--- src/rtl/seg_scan_decoder.sv ---
// seg_scan_decoder
//   Snoops a time-multiplexed, active-low 7-segment display bus. It recovers
//   the BCD value shown on each digit and keeps it in a per-digit register
//   file with valid status.
//
//   Each scan slot is debounced: the sampled {an_n, seg_n} must stay
//   unchanged for STABLE_CYCLES samples. Exactly one capture is then taken
//   per dwell, and only when a single anode is active.
//
// Ports
//   clk          system clock
//   rst_n        asynchronous active-low reset
//   an_n         [DIGITS-1:0] anode enables, active-low (bit i low = digit i)
//   seg_n        [6:0] segment lines, active-low, {a,b,c,d,e,f,g}
//   bcd_out      [4*DIGITS-1:0] recovered digits, digit i at [4i+3:4i]
//   digit_valid  [DIGITS-1:0] digit i's last capture decoded to 0-9
//   update       one-cycle pulse on every capture
//   upd_idx      [2:0] digit index of the capture, 0 when update is low
//   bad_pattern  one-cycle pulse when a capture sees a non-decimal,
//                non-blank pattern
module seg_scan_decoder #(
  parameter int DIGITS        = 4,
  parameter int STABLE_CYCLES = 4
) (
  input  logic                  clk,
  input  logic                  rst_n,
  input  logic [DIGITS-1:0]     an_n,
  input  logic [6:0]            seg_n,
  output logic [4*DIGITS-1:0]   bcd_out,
  output logic [DIGITS-1:0]     digit_valid,
  output logic                  update,
  output logic [2:0]            upd_idx,
  output logic                  bad_pattern
);

  localparam int            CW      = $clog2(STABLE_CYCLES);
  localparam logic [CW-1:0] CNT_MAX = CW'(STABLE_CYCLES - 1);

  // Returns {is_digit, is_blank, nibble}. This is the inverse of the
  // driver's encoding. Blank and unknown patterns both yield nibble F.
  function automatic logic [5:0] seg_decode(input logic [6:0] seg);
    case (seg)
      7'b0000001: seg_decode = {2'b10, 4'd0};
      7'b1001111: seg_decode = {2'b10, 4'd1};
      7'b0010010: seg_decode = {2'b10, 4'd2};
      7'b0000110: seg_decode = {2'b10, 4'd3};
      7'b1001100: seg_decode = {2'b10, 4'd4};
      7'b0100100: seg_decode = {2'b10, 4'd5};
      7'b0100000: seg_decode = {2'b10, 4'd6};
      7'b0001111: seg_decode = {2'b10, 4'd7};
      7'b0000000: seg_decode = {2'b10, 4'd8};
      7'b0000100: seg_decode = {2'b10, 4'd9};
      7'b1111111: seg_decode = {2'b01, 4'hF};
      default:    seg_decode = {2'b00, 4'hF};
    endcase
  endfunction

  logic [DIGITS-1:0]   s_an_q,   s_an_d;
  logic [6:0]          s_seg_q,  s_seg_d;
  logic [CW-1:0]       cnt_q,    cnt_d;
  logic                captured_q, captured_d;
  logic [4*DIGITS-1:0] bcd_q,    bcd_d;
  logic [DIGITS-1:0]   valid_q,  valid_d;
  logic                update_q, update_d;
  logic [2:0]          upd_idx_q, upd_idx_d;
  logic                bad_q,    bad_d;

  logic       in_same;
  logic       seen_low;
  logic       multi_low;
  logic       one_low;
  logic [2:0] sel_idx;
  logic       capture;
  logic [5:0] dec;

  // Locate the single active anode in the sampled enables. All-high
  // (blanking gap) and multiple-low both suppress capture.
  always_comb begin
    seen_low  = 1'b0;
    multi_low = 1'b0;
    sel_idx   = 3'd0;
    for (int i = 0; i < DIGITS; i++) begin
      if (!s_an_q[i]) begin
        if (seen_low) multi_low = 1'b1;
        seen_low = 1'b1;
        sel_idx  = 3'(i);
      end
    end
    one_low = seen_low & ~multi_low;
  end

  always_comb begin
    in_same = ({an_n, seg_n} == {s_an_q, s_seg_q});
    dec     = seg_decode(s_seg_q);
    capture = in_same && (cnt_q == CNT_MAX) && !captured_q && one_low;

    s_an_d  = an_n;
    s_seg_d = seg_n;

    // The counter saturates, so a long dwell cannot wrap around and
    // re-trigger. The captured flag blocks repeats within one dwell.
    if (!in_same)                cnt_d = '0;
    else if (cnt_q == CNT_MAX)   cnt_d = cnt_q;
    else                         cnt_d = cnt_q + 1'b1;

    if (!in_same)     captured_d = 1'b0;
    else if (capture) captured_d = 1'b1;
    else              captured_d = captured_q;

    update_d  = capture;
    upd_idx_d = capture ? sel_idx : 3'd0;
    bad_d     = capture & ~dec[5] & ~dec[4];

    bcd_d   = bcd_q;
    valid_d = valid_q;
    for (int i = 0; i < DIGITS; i++) begin
      if (capture && (sel_idx == 3'(i))) begin
        bcd_d[4*i +: 4] = dec[3:0];
        valid_d[i]      = dec[5];
      end
    end
  end

  always_ff @(posedge clk or negedge rst_n) begin
    if (!rst_n) begin
      s_an_q     <= '1;
      s_seg_q    <= '1;
      cnt_q      <= '0;
      captured_q <= 1'b0;
      bcd_q      <= '1;
      valid_q    <= '0;
      update_q   <= 1'b0;
      upd_idx_q  <= 3'd0;
      bad_q      <= 1'b0;
    end else begin
      s_an_q     <= s_an_d;
      s_seg_q    <= s_seg_d;
      cnt_q      <= cnt_d;
      captured_q <= captured_d;
      bcd_q      <= bcd_d;
      valid_q    <= valid_d;
      update_q   <= update_d;
      upd_idx_q  <= upd_idx_d;
      bad_q      <= bad_d;
    end
  end

  assign bcd_out     = bcd_q;
  assign digit_valid = valid_q;
  assign update      = update_q;
  assign upd_idx     = upd_idx_q;
  assign bad_pattern = bad_q;

endmodule

--- config.mk ---
export PLATFORM = sky130hd
export DESIGN_NAME = seg_scan_decoder
export DESIGN_NICKNAME = d
export VERILOG_FILES = /design/src/rtl/seg_scan_decoder.sv
export SDC_FILE = /design/constraint.sdc
export NUM_CORES = 1
export LEC_CHECK = 0
export CAP_MARGIN = 15
export CORE_MARGIN = 3
export CORE_UTILIZATION = 54
export DETAILED_ROUTE_END_ITERATION = 16
export PLACE_DENSITY = 0.89
export SLEW_MARGIN = 20
export SYNTH_ARGS = -nofsm -noshare
export SYNTH_HDL_FRONTEND = slang
export SYNTH_SLANG_ARGS = --single-unit
--- constraint.sdc ---
create_clock -name clk -period 4.4 [get_ports clk]
set_input_delay 0.88 -clock clk [delete_from_list [all_inputs] [get_ports clk]]
set_output_delay 0.88 -clock clk [all_outputs]
set_load 0.005 [all_outputs]
* Word level (Yosys, flattened, before mapping)
Cells that the tools add are included.
** Storage, ports and cells
- Register bits after elaboration :: 39
- Input bits :: 13
- Output and inout bits :: 25
- Logic and storage cells :: 67
** Operators by class
- $add $sub $neg :: 1
- Eq/ne operators :: 17
- Multiplexer cells :: 18
- Bitwise operators :: 6
- Reduce and logical (&&, ||, !) cells :: 10
** Operators by type and width (number)
- $pmux 6 s11 :: 1
- $eq 7x7->1 const B :: 3
- $eq 7x3->1 const B :: 2
- $eq 7x6->1 const B :: 2
- $mux 1 :: 12
- $eq 11x11->1 :: 1
- $mux 3 :: 3
- $eq 7x1->1 const B :: 1
- $eq 7x4->1 const B :: 1
- $eq 7x5->1 const B :: 1
- $logic_and 1x1->1 :: 7
- $logic_not 7->1 :: 1
- $eq 3x2->1 const B :: 2
- $mux 2 :: 2
- $ne 2x2->1 const B :: 2
- $and 1x1->1 :: 3
- $eq 3x1->1 const B :: 1
- $logic_not 3->1 :: 1
- $not 1->1 :: 3
- $add 2x1->2 const B :: 1
- $eq 2x2->1 const B :: 1
- $logic_not 1->1 :: 1

* Depth between registers and ports, before layout
- Word-level depth :: 11
- Depth in mapped cells :: 6
- Gate-level depth less buffers :: 6

* Worst setup path before layout
No wires, ideal clock.
- Path type :: input -> register
- Start :: input seg_n[4]
- End :: register valid_q[2], in the netlist digit_valid[2]
- Setup time :: 125 ps
- Arrival time :: 2312 ps
- Required time :: 4275 ps
- Slack :: 1963 ps
- Stages on the path :: 5
- Buffers on the path :: 0
- Cells stage by stage :: xor2_1 nor4_1 nand4_2 nor3b_4 mux2_2
** Between the ends
- Cells in the longest elaborated chain, start to end :: 5
** RTL lines
- start: declaration :: line 28 : input logic [6:0] seg_n,
- $eq 11x11->1 :: line 93 : in_same = ({an_n, seg_n} == {s_an_q, s_seg_q});
- $logic_and 1x1->1 (3 in series) :: line 95 : capture = in_same && (cnt_q == CNT_MAX) && !captured_q && one_low;
- $logic_and 1x1->1 :: line 117 : if (capture && (sel_idx == 3'(i))) begin
- end signal: assignment :: line 141 : valid_q <= valid_d;
- end: declaration :: line 63 : logic [DIGITS-1:0] valid_q, valid_d;
Every way passes these cells.
A chain may end at the register's enable or synchronous reset.

* Worst setup path in the final report
- Start :: input seg_n[4]
- End :: register valid_q[1], in the netlist digit_valid[1]
The elaborated chain is that of the path after synthesis.

==> flow_summary.toml <==
[clock_network]
ctsResizeCount = 0
postCtsHoldBufs = 0
cts_tree = "built"
cts_made_buffers = 5
postCtsSetupBuffers = 0
root_buffer = "clkbuf_4"
cts.sinks = 38
clkLatencyLatePin_ns = 0.35
h-tree-depth = 2
path_clk_slew_ns = 0.11
clk_path_buf_depth = 2

[synth]
synth_commonest_cells = "27 x dfstp_2, 18 x mux2_2, 11 x dfrtp_1, 11 x xor2_1"
synthArstFlopShare = 1.00
synth_xor_area_frac = 0.0677
ys_top_cells_by_area = "dfstp_2 39%, dfrtp_1 15%, mux2_2 11%"
yosysMostFrequentCell = "dfstp_2"
yosysTopAreaCell = "dfstp_2"
synth-main-ff-cell = "dfstp_2"
ys_warn_count = 0
synth-simple-area-share = 0.162
synth_top_area_share = 0.392
synth_area_um2 = 1810
syn_area_per_cell_um2 = 12.4
synth_top_family_by_area = "simple AND/OR/NAND/NOR gates"
yosysSeqAreaShare = 0.544
syn_nets = 160
yosysUniqueCellTypes = 44
syn_inst = 146
synth_mux_area_frac = 0.130
synth_compound_area_frac = 0.0574
synth-seq-cells = 38
synth_edf_count = 0
synth_adder_area_share = 0.00691

[timing]
worst_pin_slew_ns = 0.568
timing.hold.ws_ns = 0.512
fin_skew_ns = 0.00278
slew_headroom = 0.612
fmaxAchievable_mhz = 365
post-route-min-period_ns = 2.74
finalSetupTns_ns = 0
setup_viol = 0
hold_viol = 0
maxSlewViolCount = 0
rsz0062_at_grt = "false"
min_period_over_period = 0.623

[grt]
grt.total_usage = 0.210
antenna_found_initial = 0
grt_first_pass_wirelength_mm = 6.56
grt_pass1_vias = 1336
grt_max_degree = 27
overflow = 0

[worst_setup_path]
cp-startpoint = "seg_n[4]"
path_buf_inv = 1
cp-start-kind = "primary input"
crit_type = "in2reg"
worstPathCellList = "clkdlybuf4s50_1 -> xor2_1 -> nor4_1 -> nand4_2 -> nor3_2 -> mux2_2"
reg2reg_from = "s_seg_q[4]"
worst_ep_required_time_ns = 4.64
cpLargestDelayFamily = "simple AND/OR/NAND/NOR gates"
end_kind = "register"
slowest_stage = "nor4_1"
critPathMaxFanout = 5
crit_arrival_ns = 2.98
slowest_delay_ns = 0.44

[drt]
wl_per_cell_um = 17.2
totalWireLength_mm = 3.90
drt-vias-per-instance = 5.73
vias = 1294
dr.pass1.iters = 5
drc = 0
ant_nets = 0
detail_route.iter0.violations = 69

[placement]
routabilityCongestion = 0.793
hpwl_mm = 2.90
port-buffer-count = 36

[floorplan]
num_rows = 20
fp.coreArea_um2 = 3130
io_pins = 38
dieWidth_um = 63.9
fp.dieArea_um2 = 4080
die_y_um = 63.9
start_util = 0.579

[run]
drv_cap = 0

[cells_and_area]
n_antenna_cell = 0
num-nets-final = 195
drive_above_1_share = 0.341
synthToLayoutAreaGrowth_pct = 24.3

[pwr]
power.density_nw_per_um2 = 273
p_leak_nw = 0.920
ir_drop_mv = 0.222

[hold_path]
min_path_type = "in2async"

[status]
status = "finished clean"
## layer usage
| layer | vias up | wire (um) | part of all wire | GRT usage |
|---|---|---|---|---|
| met5 | - | 0 | 0 | 0 |
| met3 | 7 | 276 | 0.071 | 0.0510 |
| met4 | 0 | 70 | 0.018 | 0.0943 |
| li1 | 587 | - | - | - |
| met2 | 65 | 2080 | 0.53 | 0.368 |
| met1 | 635 | 1470 | 0.38 | 0.240 |
## registers in the layout (all words and copies together), names as in the netlist
register and flops:
captured_q 1, bad_pattern 1, upd_idx 2, cnt_q 2
s_seg_q 7, update 1, s_an_q 4, digit_valid 4
bcd_out 16
## kinds of logic (layout without fill, tap and decap cells)
group	count (synthesis)	after routing
and+or+nand+nor	43	43
other	1	1
buffers and inverters	12	48
adders and majority gates	1	1
DFF	38	38
muxes	21	21
AOI/OAI and AO/OA	16	16
xor gates and xnor gates	14	14
## final timing paths
| check | endpoint | slack, ns | cells past startpoint |
|---|---|---|---|
| setup reg to reg | digit_valid[1] | 2.01 | 5 |
| max in group asynchronous | s_an_q[3] | 3.26 | 2 |
| hold reg to reg | digit_valid[3] | 0.52 | 1 |
| min in group clk | digit_valid[3] | 0.52 | 1 |
| setup / recovery | digit_valid[1] | 1.66 | 6 |
| hold / removal | cnt_q[1] | 0.51 | 1 |
## cell usage in the layout, fill, tap and decap left out, types with 2 or more instances in the layout
cell and n:
nor4bb_1 2, nor2_1 5, buf_4 2, clkbuf_4 5, o21ai_0 4, mux2_1 2, nand3_1 5, inv_1 2
nand4b_1 2, xnor2_1 3, nor3b_1 3, clkdlybuf4s50_1 35, xor2_1 11, nor3_1 4, dfstp_2 27, nand2b_1 3
a21oi_1 4, nor2_2 2, nand2_1 5, mux2_2 18, dfrtp_1 11
## power breakdown
group	total, mW	leakage, nW	internal, mW	switching (mW)
logic	0.0487	0.450	0.0239	0.0248
clock network	0.190	0.0353	0.0774	0.113
registers	0.374	0.434	0.360	0.0144
total	0.613	0.920	0.461	0.152
## final cells by class
class	count	area, um2
flip-flops and latches	38	985
fillers	206	878
multi-input cells	96	772
repair buffers	38	370
clock buffers	7	55.1
well taps	44	55.1
inverters	2	7.51
clock inverters	1	5.00
## through the flow
stage / utilization / area (um2) / std cells / power (mW) / worst slack (ns)
floorplan: - / 1810 / 146 / 0.401 / 1.96
global placement: 0.702 / 2190 / 218 / 0.425 / 1.35
detailed placement: 0.702 / 2190 / 218 / 0.428 / 1.29
CTS: 0.721 / 2250 / 226 / 0.619 / 1.67
global route: 0.719 / 2250 / 226 / 0.634 / 1.51
finish: 0.719 / 2250 / 226 / 0.613 / 1.66
Note: power is estimated with default switching activity, not from simulation.
